**src/rtl/pipeline_hazard_ctrl.sv**
```systemverilog
// pipeline_hazard_ctrl
//
// Hazard scheduler for the 5-stage pipe (IF, ID, DEC_ALU/EX, MEM, WB).
// It watches the instruction sitting in ID and keeps a three-entry record of
// the destinations still in flight (EX, MEM, WB). From these it drives the
// stall, flush and bubble controls of the pipeline registers. It also runs
// the data-cache req/ready handshake for whatever instruction is in MEM.
//
// Parameters
//   FWD_EN       1: forwarding exists, so only a load in EX causes a stall.
//                0: full interlock on any RAW match against EX, MEM or WB.
//   MEM_WAIT_MAX number of cache-wait cycles after which mem_timeout latches.
//
// Ports
//   clk, rst            clock, synchronous active-high reset
//   id_valid            instruction in ID is valid
//   id_opcode           inst[6:0] of the ID instruction
//   id_readAddr1/2      rs1 / rs2 of the ID instruction
//   id_writeAddr        rd of the ID instruction
//   id_regWriteEnable   ID instruction writes the register file
//   id_dataCacheControl NOP / Read / Write for the ID instruction
//   ex_branchTaken      redirect resolved in EX this cycle
//   dc_ready            data cache finishes the current access
//   dc_req              cache request for the instruction in MEM
//   pc_stall            hold PC
//   ifid_stall          hold IF/ID
//   ifid_flush          clear IF/ID to NOP
//   idex_bubble         load NOP into ID/EX
//   front_freeze        hold ID/EX and EX/MEM during a cache wait
//   memwb_bubble        load NOP into MEM/WB during a cache wait
//   mem_timeout         sticky: a cache wait ran for MEM_WAIT_MAX cycles

`ifndef DataCacheControlBus
`define DataCacheControlBus 1:0
`endif
`ifndef DataCacheNOP
`define DataCacheNOP 2'b00
`endif
`ifndef DataCacheRead
`define DataCacheRead 2'b01
`endif
`ifndef DataCacheWrite
`define DataCacheWrite 2'b10
`endif

module pipeline_hazard_ctrl #(
  parameter bit          FWD_EN       = 1'b1,
  parameter int unsigned MEM_WAIT_MAX = 15
) (
  input  logic                         clk,
  input  logic                         rst,
  input  logic                         id_valid,
  input  logic [6:0]                   id_opcode,
  input  logic [4:0]                   id_readAddr1,
  input  logic [4:0]                   id_readAddr2,
  input  logic [4:0]                   id_writeAddr,
  input  logic                         id_regWriteEnable,
  input  logic [`DataCacheControlBus]  id_dataCacheControl,
  input  logic                         ex_branchTaken,
  input  logic                         dc_ready,
  output logic                         dc_req,
  output logic                         pc_stall,
  output logic                         ifid_stall,
  output logic                         ifid_flush,
  output logic                         idex_bubble,
  output logic                         front_freeze,
  output logic                         memwb_bubble,
  output logic                         mem_timeout
);

  localparam logic [6:0] OP_RRR    = 7'b0110011;
  localparam logic [6:0] OP_STORE  = 7'b0100011;
  localparam logic [6:0] OP_BRANCH = 7'b1100011;
  localparam logic [6:0] OP_JAL    = 7'b1101111;
  localparam logic [3:0] WAIT_MAX  = 4'(MEM_WAIT_MAX);

  typedef enum logic {
    RUN      = 1'b0,
    MEM_WAIT = 1'b1
  } state_t;

  state_t     state_q, state_d;
  logic [3:0] wait_cnt_q, wait_cnt_d;
  logic       timeout_q, timeout_d;

  // Scoreboard. Only the fields each stage actually needs are kept:
  // EX needs the load flag for the forwarding case, and MEM needs the
  // cache-access flag.
  logic       ex_v_q, ex_v_d, ex_ld_q, ex_ld_d, ex_mem_q, ex_mem_d;
  logic [4:0] ex_rd_q, ex_rd_d;
  logic       mem_v_q, mem_v_d, mem_mem_q, mem_mem_d;
  logic [4:0] mem_rd_q, mem_rd_d;
  logic       wb_v_q, wb_v_d;
  logic [4:0] wb_rd_q, wb_rd_d;

  logic use_rs1, use_rs2;
  logic hit_ex, hit_mem, hit_wb;
  logic raw_stall, flush, id_issue;
  logic [3:0] wait_cnt_inc;

  function automatic logic src_hit(input logic v, input logic [4:0] rd,
                                   input logic u1, input logic u2,
                                   input logic [4:0] a1, input logic [4:0] a2);
    return v && (rd != 5'd0) && ((u1 && (a1 == rd)) || (u2 && (a2 == rd)));
  endfunction

  // RAW detection against the in-flight destinations. JAL reads no register.
  // Only R-type, stores and branches read rs2. The flush check sits here too
  // because it decides whether the ID instruction is allowed to issue.
  always_comb begin
    use_rs1   = (id_opcode != OP_JAL);
    use_rs2   = (id_opcode == OP_RRR) || (id_opcode == OP_STORE) ||
                (id_opcode == OP_BRANCH);
    hit_ex    = src_hit(ex_v_q, ex_rd_q, use_rs1, use_rs2, id_readAddr1, id_readAddr2);
    hit_mem   = src_hit(mem_v_q, mem_rd_q, use_rs1, use_rs2, id_readAddr1, id_readAddr2);
    hit_wb    = src_hit(wb_v_q, wb_rd_q, use_rs1, use_rs2, id_readAddr1, id_readAddr2);
    if (FWD_EN)
      raw_stall = id_valid && hit_ex && ex_ld_q;
    else
      raw_stall = id_valid && (hit_ex || hit_mem || hit_wb);
    flush     = ex_branchTaken && (state_q == RUN);
    id_issue  = id_valid && !raw_stall && !flush;
  end

  // FSM next-state plus all control outputs. In RUN the scoreboard shifts
  // unless the MEM access misses this cycle. In that case everything holds
  // so that the waiting instruction stays in MEM for the whole wait. In
  // MEM_WAIT the stall/flush logic of ID is ignored. The front end is simply
  // frozen, and a held EX branch is acted on again once back in RUN.
  always_comb begin
    state_d      = state_q;
    wait_cnt_d   = wait_cnt_q;
    timeout_d    = timeout_q;
    ex_v_d       = ex_v_q;
    ex_rd_d      = ex_rd_q;
    ex_ld_d      = ex_ld_q;
    ex_mem_d     = ex_mem_q;
    mem_v_d      = mem_v_q;
    mem_rd_d     = mem_rd_q;
    mem_mem_d    = mem_mem_q;
    wb_v_d       = wb_v_q;
    wb_rd_d      = wb_rd_q;
    wait_cnt_inc = wait_cnt_q + 4'd1;
    dc_req       = 1'b0;
    pc_stall     = 1'b0;
    ifid_stall   = 1'b0;
    ifid_flush   = 1'b0;
    idex_bubble  = 1'b0;
    front_freeze = 1'b0;
    memwb_bubble = 1'b0;

    case (state_q)
      RUN: begin
        dc_req     = mem_mem_q;
        wait_cnt_d = 4'd0;
        if (flush) begin
          ifid_flush  = 1'b1;
          idex_bubble = 1'b1;
        end else if (raw_stall) begin
          pc_stall    = 1'b1;
          ifid_stall  = 1'b1;
          idex_bubble = 1'b1;
        end
        if (mem_mem_q && !dc_ready) begin
          state_d = MEM_WAIT;
        end else begin
          wb_v_d    = mem_v_q;
          wb_rd_d   = mem_rd_q;
          mem_v_d   = ex_v_q;
          mem_rd_d  = ex_rd_q;
          mem_mem_d = ex_mem_q;
          ex_v_d    = id_issue && id_regWriteEnable && (id_writeAddr != 5'd0);
          ex_rd_d   = id_writeAddr;
          ex_ld_d   = id_issue && (id_dataCacheControl == `DataCacheRead);
          ex_mem_d  = id_issue && ((id_dataCacheControl == `DataCacheRead) ||
                                   (id_dataCacheControl == `DataCacheWrite));
        end
      end
      MEM_WAIT: begin
        dc_req       = 1'b1;
        pc_stall     = 1'b1;
        ifid_stall   = 1'b1;
        front_freeze = 1'b1;
        memwb_bubble = 1'b1;
        if (dc_ready) begin
          state_d    = RUN;
          wait_cnt_d = 4'd0;
        end else if (wait_cnt_q != WAIT_MAX) begin
          // The counter saturates at the limit. The flag latches on the
          // cycle the count reaches it.
          wait_cnt_d = wait_cnt_inc;
          if (wait_cnt_inc == WAIT_MAX)
            timeout_d = 1'b1;
        end
      end
      default: state_d = RUN;
    endcase
  end

  // State, wait counter, timeout flag and scoreboard registers.
  always_ff @(posedge clk) begin
    if (rst) begin
      state_q    <= RUN;
      wait_cnt_q <= 4'd0;
      timeout_q  <= 1'b0;
      ex_v_q     <= 1'b0;
      ex_rd_q    <= 5'd0;
      ex_ld_q    <= 1'b0;
      ex_mem_q   <= 1'b0;
      mem_v_q    <= 1'b0;
      mem_rd_q   <= 5'd0;
      mem_mem_q  <= 1'b0;
      wb_v_q     <= 1'b0;
      wb_rd_q    <= 5'd0;
    end else begin
      state_q    <= state_d;
      wait_cnt_q <= wait_cnt_d;
      timeout_q  <= timeout_d;
      ex_v_q     <= ex_v_d;
      ex_rd_q    <= ex_rd_d;
      ex_ld_q    <= ex_ld_d;
      ex_mem_q   <= ex_mem_d;
      mem_v_q    <= mem_v_d;
      mem_rd_q   <= mem_rd_d;
      mem_mem_q  <= mem_mem_d;
      wb_v_q     <= wb_v_d;
      wb_rd_q    <= wb_rd_d;
    end
  end

  assign mem_timeout = timeout_q;

endmodule

```
**config.mk**
```make
export PLATFORM = sky130hd
export DESIGN_NAME = pipeline_hazard_ctrl
export DESIGN_NICKNAME = d
export VERILOG_FILES = /design/src/rtl/pipeline_hazard_ctrl.sv
export SDC_FILE = /design/constraint.sdc
export NUM_CORES = 1
export LEC_CHECK = 0
export CORE_MARGIN = 5
export CORE_UTILIZATION = 44
export DETAILED_ROUTE_END_ITERATION = 10
export GPL_ROUTABILITY_DRIVEN = 1
export HOLD_SLACK_MARGIN = 0.15
export PLACE_DENSITY = 0.92
export SLEW_MARGIN = 15
export SYNTH_ARGS = -nofsm -noshare
export SYNTH_HDL_FRONTEND = slang
export SYNTH_SLANG_ARGS = --single-unit
```
**constraint.sdc**
```tcl
create_clock -name clk -period 3 [get_ports clk]
set_clock_uncertainty 0.1 [all_clocks]
set_input_delay 0.45 -clock clk [delete_from_list [all_inputs] [get_ports clk]]
set_output_delay 0.45 -clock clk [all_outputs]
set_load 0.02 [all_outputs]
```
==> metrics.csv <==
metric;value;unit
final net count;170;
total power;410.4;uW
worst IR drop on VDD;0.3640;mV
TritonCTS clock tree;yes;
Sw Ratio;24.02;%
final worst slack;0.1876;ns
sequential share of power;51.8;%
Crit Path Class;input pin to output port;
CP max stage cell;clkdlybuf4s50_1;
Syn Inst Count;99;
final setup fails;0;
RSZ-0062 raised after global routing;false;
sw power;98.58;uW
Area Overhead vs Synth;45.61;%
CORE AREA;1942;um^2
WL per Instance;14.40;um
Avg Inst Size Synth;8.923;um^2
Hold Slack;0.3586;ns
Power Dens Cells;319.1;nW/um^2
Die Y;54.81;um
proportion of layout cells with a drive suffix above 1;5.882;%
initial antenna violation count;0;
Initial DRT Pass Iterations;3;
slowest stage delay, CP;0.47;ns
via count;850;
Pint;311.9;uW
Synth area leaders;dfxtp_1, xnor2_1, nor2_1;
Core Util, Final;66.24;%
Port Buf Inserts;37;
Max Cap Viol;0;
Ys Warns;0;
reg2reg path depth;5;
Max Root-Sink Buffers;2;
Clock Sinks;15;
Starting DRT DRC Count;4;
I/O pin count;38;
GRT Total Usage;16.74;%
Rel. slew slack;74.76;%
combinational share of power;21.9;%
status;complete, no violations;
crit path DAT;2.26;ns
post-synthesis sequential area ratio;33.99;%
htree depth;1;
hold path depth;2;
GP Congestion;0.8040;
clock power share;26.3;%
WL final;2347;um
launch point of the critical path;id_opcode[1];
Placement Rows;16;
design area;1286;um^2
Worst Setup Start Kind;input pin;
first-pass GRT wire length;3643;um
placed cell area;1264;um^2
pre-CTS setup slack;-0.1021;ns
grt ovf;0;
pin count of the biggest net entering global routing;12;
RR Startpoint;ex_rd_q[0];
HP Class;register to register;
flops & latches, synth;15;
Initial Utilization;45.49;%
Syn Nets;132;
Fin. Hold Viols;0;
Detail Route Antenna Nets;0;
Max Freq;355.6;MHz
top-area cell type share of the netlist area;33.99;%
HPWL after DPL;1976;um
worst-path cell chain;clkdlybuf4s50_1 -> nand3_1 -> a2111o_1 -> nor4_4 -> o21a_1 -> a21o_1 -> dlygate4sd2_1;
number of global-route vias before repair;930;
Final Cycle Share;93.75;%
Setup crit end kind;output port;
Slew Viols, Final;0;
CTS buffer count;3;
DRC;0;
Critical Path Fanout Max;2;
worst-margin pin slew;0.3774;ns
postcts setup bufs;0;
min cycle time layout;2.812;ns
P_leak;0.0005215;uW
hold path start;ex_v_q;
Clock Latency Late Sink;0.27;ns
area leader, netlist;dfxtp_1;
drt via density;5.215;
mapped cell area;883.3;um^2
Netlist cell types;36;
Ant. Diodes;0;
clock-pin slew on the worst setup and hold paths;0.08;ns
clock root cell;clkbuf_4;
WP data required;2.45;ns
DIE WIDTH;54.81;um
DIE AREA;3004;um^2
## final timing paths
check / slack (ns) / end
max: 0.19 / pc_stall
min: 0.36 / ex_v_q
max reg2reg: 1.39 / ex_mem_q
min reg2reg: 0.36 / ex_v_q
## routing by layer
metal	global-route usage (%)	vias to the layer above	part of all wire, %
met3	4.087	8	8.1
met2	32.68	31	53
met5	0	-	0
met1	15.90	392	37
li1	-	419	-
met4	7.884	0	2.6
## worst max-delay path: cells and delay by family
kind / cells / cell delay (ns)
simple gates: 2 / 0.27
buf+inv: 2 / 0.80
compound gates: 3 / 0.74
## registers in the layout (all words and copies together) (netlist names)
name         cells
ex_mem_q         1
ex_v_q           1
wait_cnt_q       4
mem_timeout      1
state_q          1
ex_rd_q          5
mem_mem_q        1
ex_ld_q          1
## cells by family (layout without fill, tap and decap cells)
| family | after synthesis | count (layout) | synth area share (%) |
|---|---|---|---|
| AOI/OAI and AO/OA | 17 | 17 | 14.87 |
| xor gates and xnor gates | 12 | 12 | 11.90 |
| adders and majority gates | 3 | 3 | 4.250 |
| buffers and inverters | 9 | 46 | 4.815 |
| DFF | 15 | 15 | 33.99 |
| muxes | 5 | 5 | 5.666 |
| and+or+nand+nor | 38 | 38 | 24.50 |
## layout make-up
type,instances,area (um^2)
fill,177,655.6
multi-input combinational,75,540.5
timing repair buffer,37,366.6
sequential,15,300.3
tap,27,33.78
clock buffer,4,26.28
inverter,5,18.77
## power groups by stage
stage | clock [uW] | sequential, uW | combinational [uW]
global placement | 0 | 217 | 87.7
detailed placement | 0 | 217 | 91.2
finish | 108 | 213 | 89.7
global route | 125 | 214 | 97.5
floorplan | 0 | 215 | 38.8
CTS | 113 | 213 | 90.7
## metrics by stage
step / cells / setup TNS [ns]
detailed placement: 159 / -0.2534
global route: 163 / 0
finish: 163 / 0
CTS: 163 / 0
global placement: 159 / -0.1074
floorplan: 99 / 0
## cells in the final DEF (no fill, tap or decap)
master,instances
nor4bb_1,1
and4bb_1,1
nand3_1,5
or2_2,1
a21o_1,1
ha_1,3
o211ai_1,1
a2111o_1,1
dlygate4sd2_1,3
o21ai_0,2
a21oi_4,1
xnor2_1,7
a21oi_1,3
xor2_1,5
a41oi_1,1
nand4b_1,1
o21a_1,1
dfxtp_1,15
o21ai_1,1
a31oi_1,1
nor4_2,1
o21ai_2,1
clkbuf_4,3
or4_1,1
nor4_4,1
clkdlybuf4s50_1,34
a211oi_1,1
and2_1,1
nor2_1,15
nor3_1,3
nand3b_1,1
nand2b_1,2
clkbuf_1,1
inv_1,5
nand2_1,4
a32o_1,2
mux2i_1,5
## what timing repair did
item	in CTS	in global routing
hold buffers	0	0
endpoints found under the hold margin	0	0
gates resized for setup	3	0
endpoints found under the setup margin	3	0
## synth_stat cells
master,instances
dfxtp_1,15
nor2_1,15
xnor2_1,7
inv_1,5
mux2i_1,5
nand3_1,5
xor2_1,5
nand2_1,4
a21oi_1,3
ha_1,3
nor3_1,3
a32o_1,2
buf_4,2
nand2b_1,2
o21ai_0,2
a2111o_1,1
a211oi_1,1
a21o_1,1
a21oi_4,1
a31oi_1,1
a41oi_1,1
and2_1,1
and4bb_1,1
buf_2,1
clkbuf_1,1
nand3b_1,1
nand4b_1,1
nor4_2,1
nor4_4,1
nor4bb_1,1
o211ai_1,1
o21a_1,1
o21ai_1,1
o21ai_2,1
or2_2,1
or4_1,1
Power figures use the tool's default switching activity.
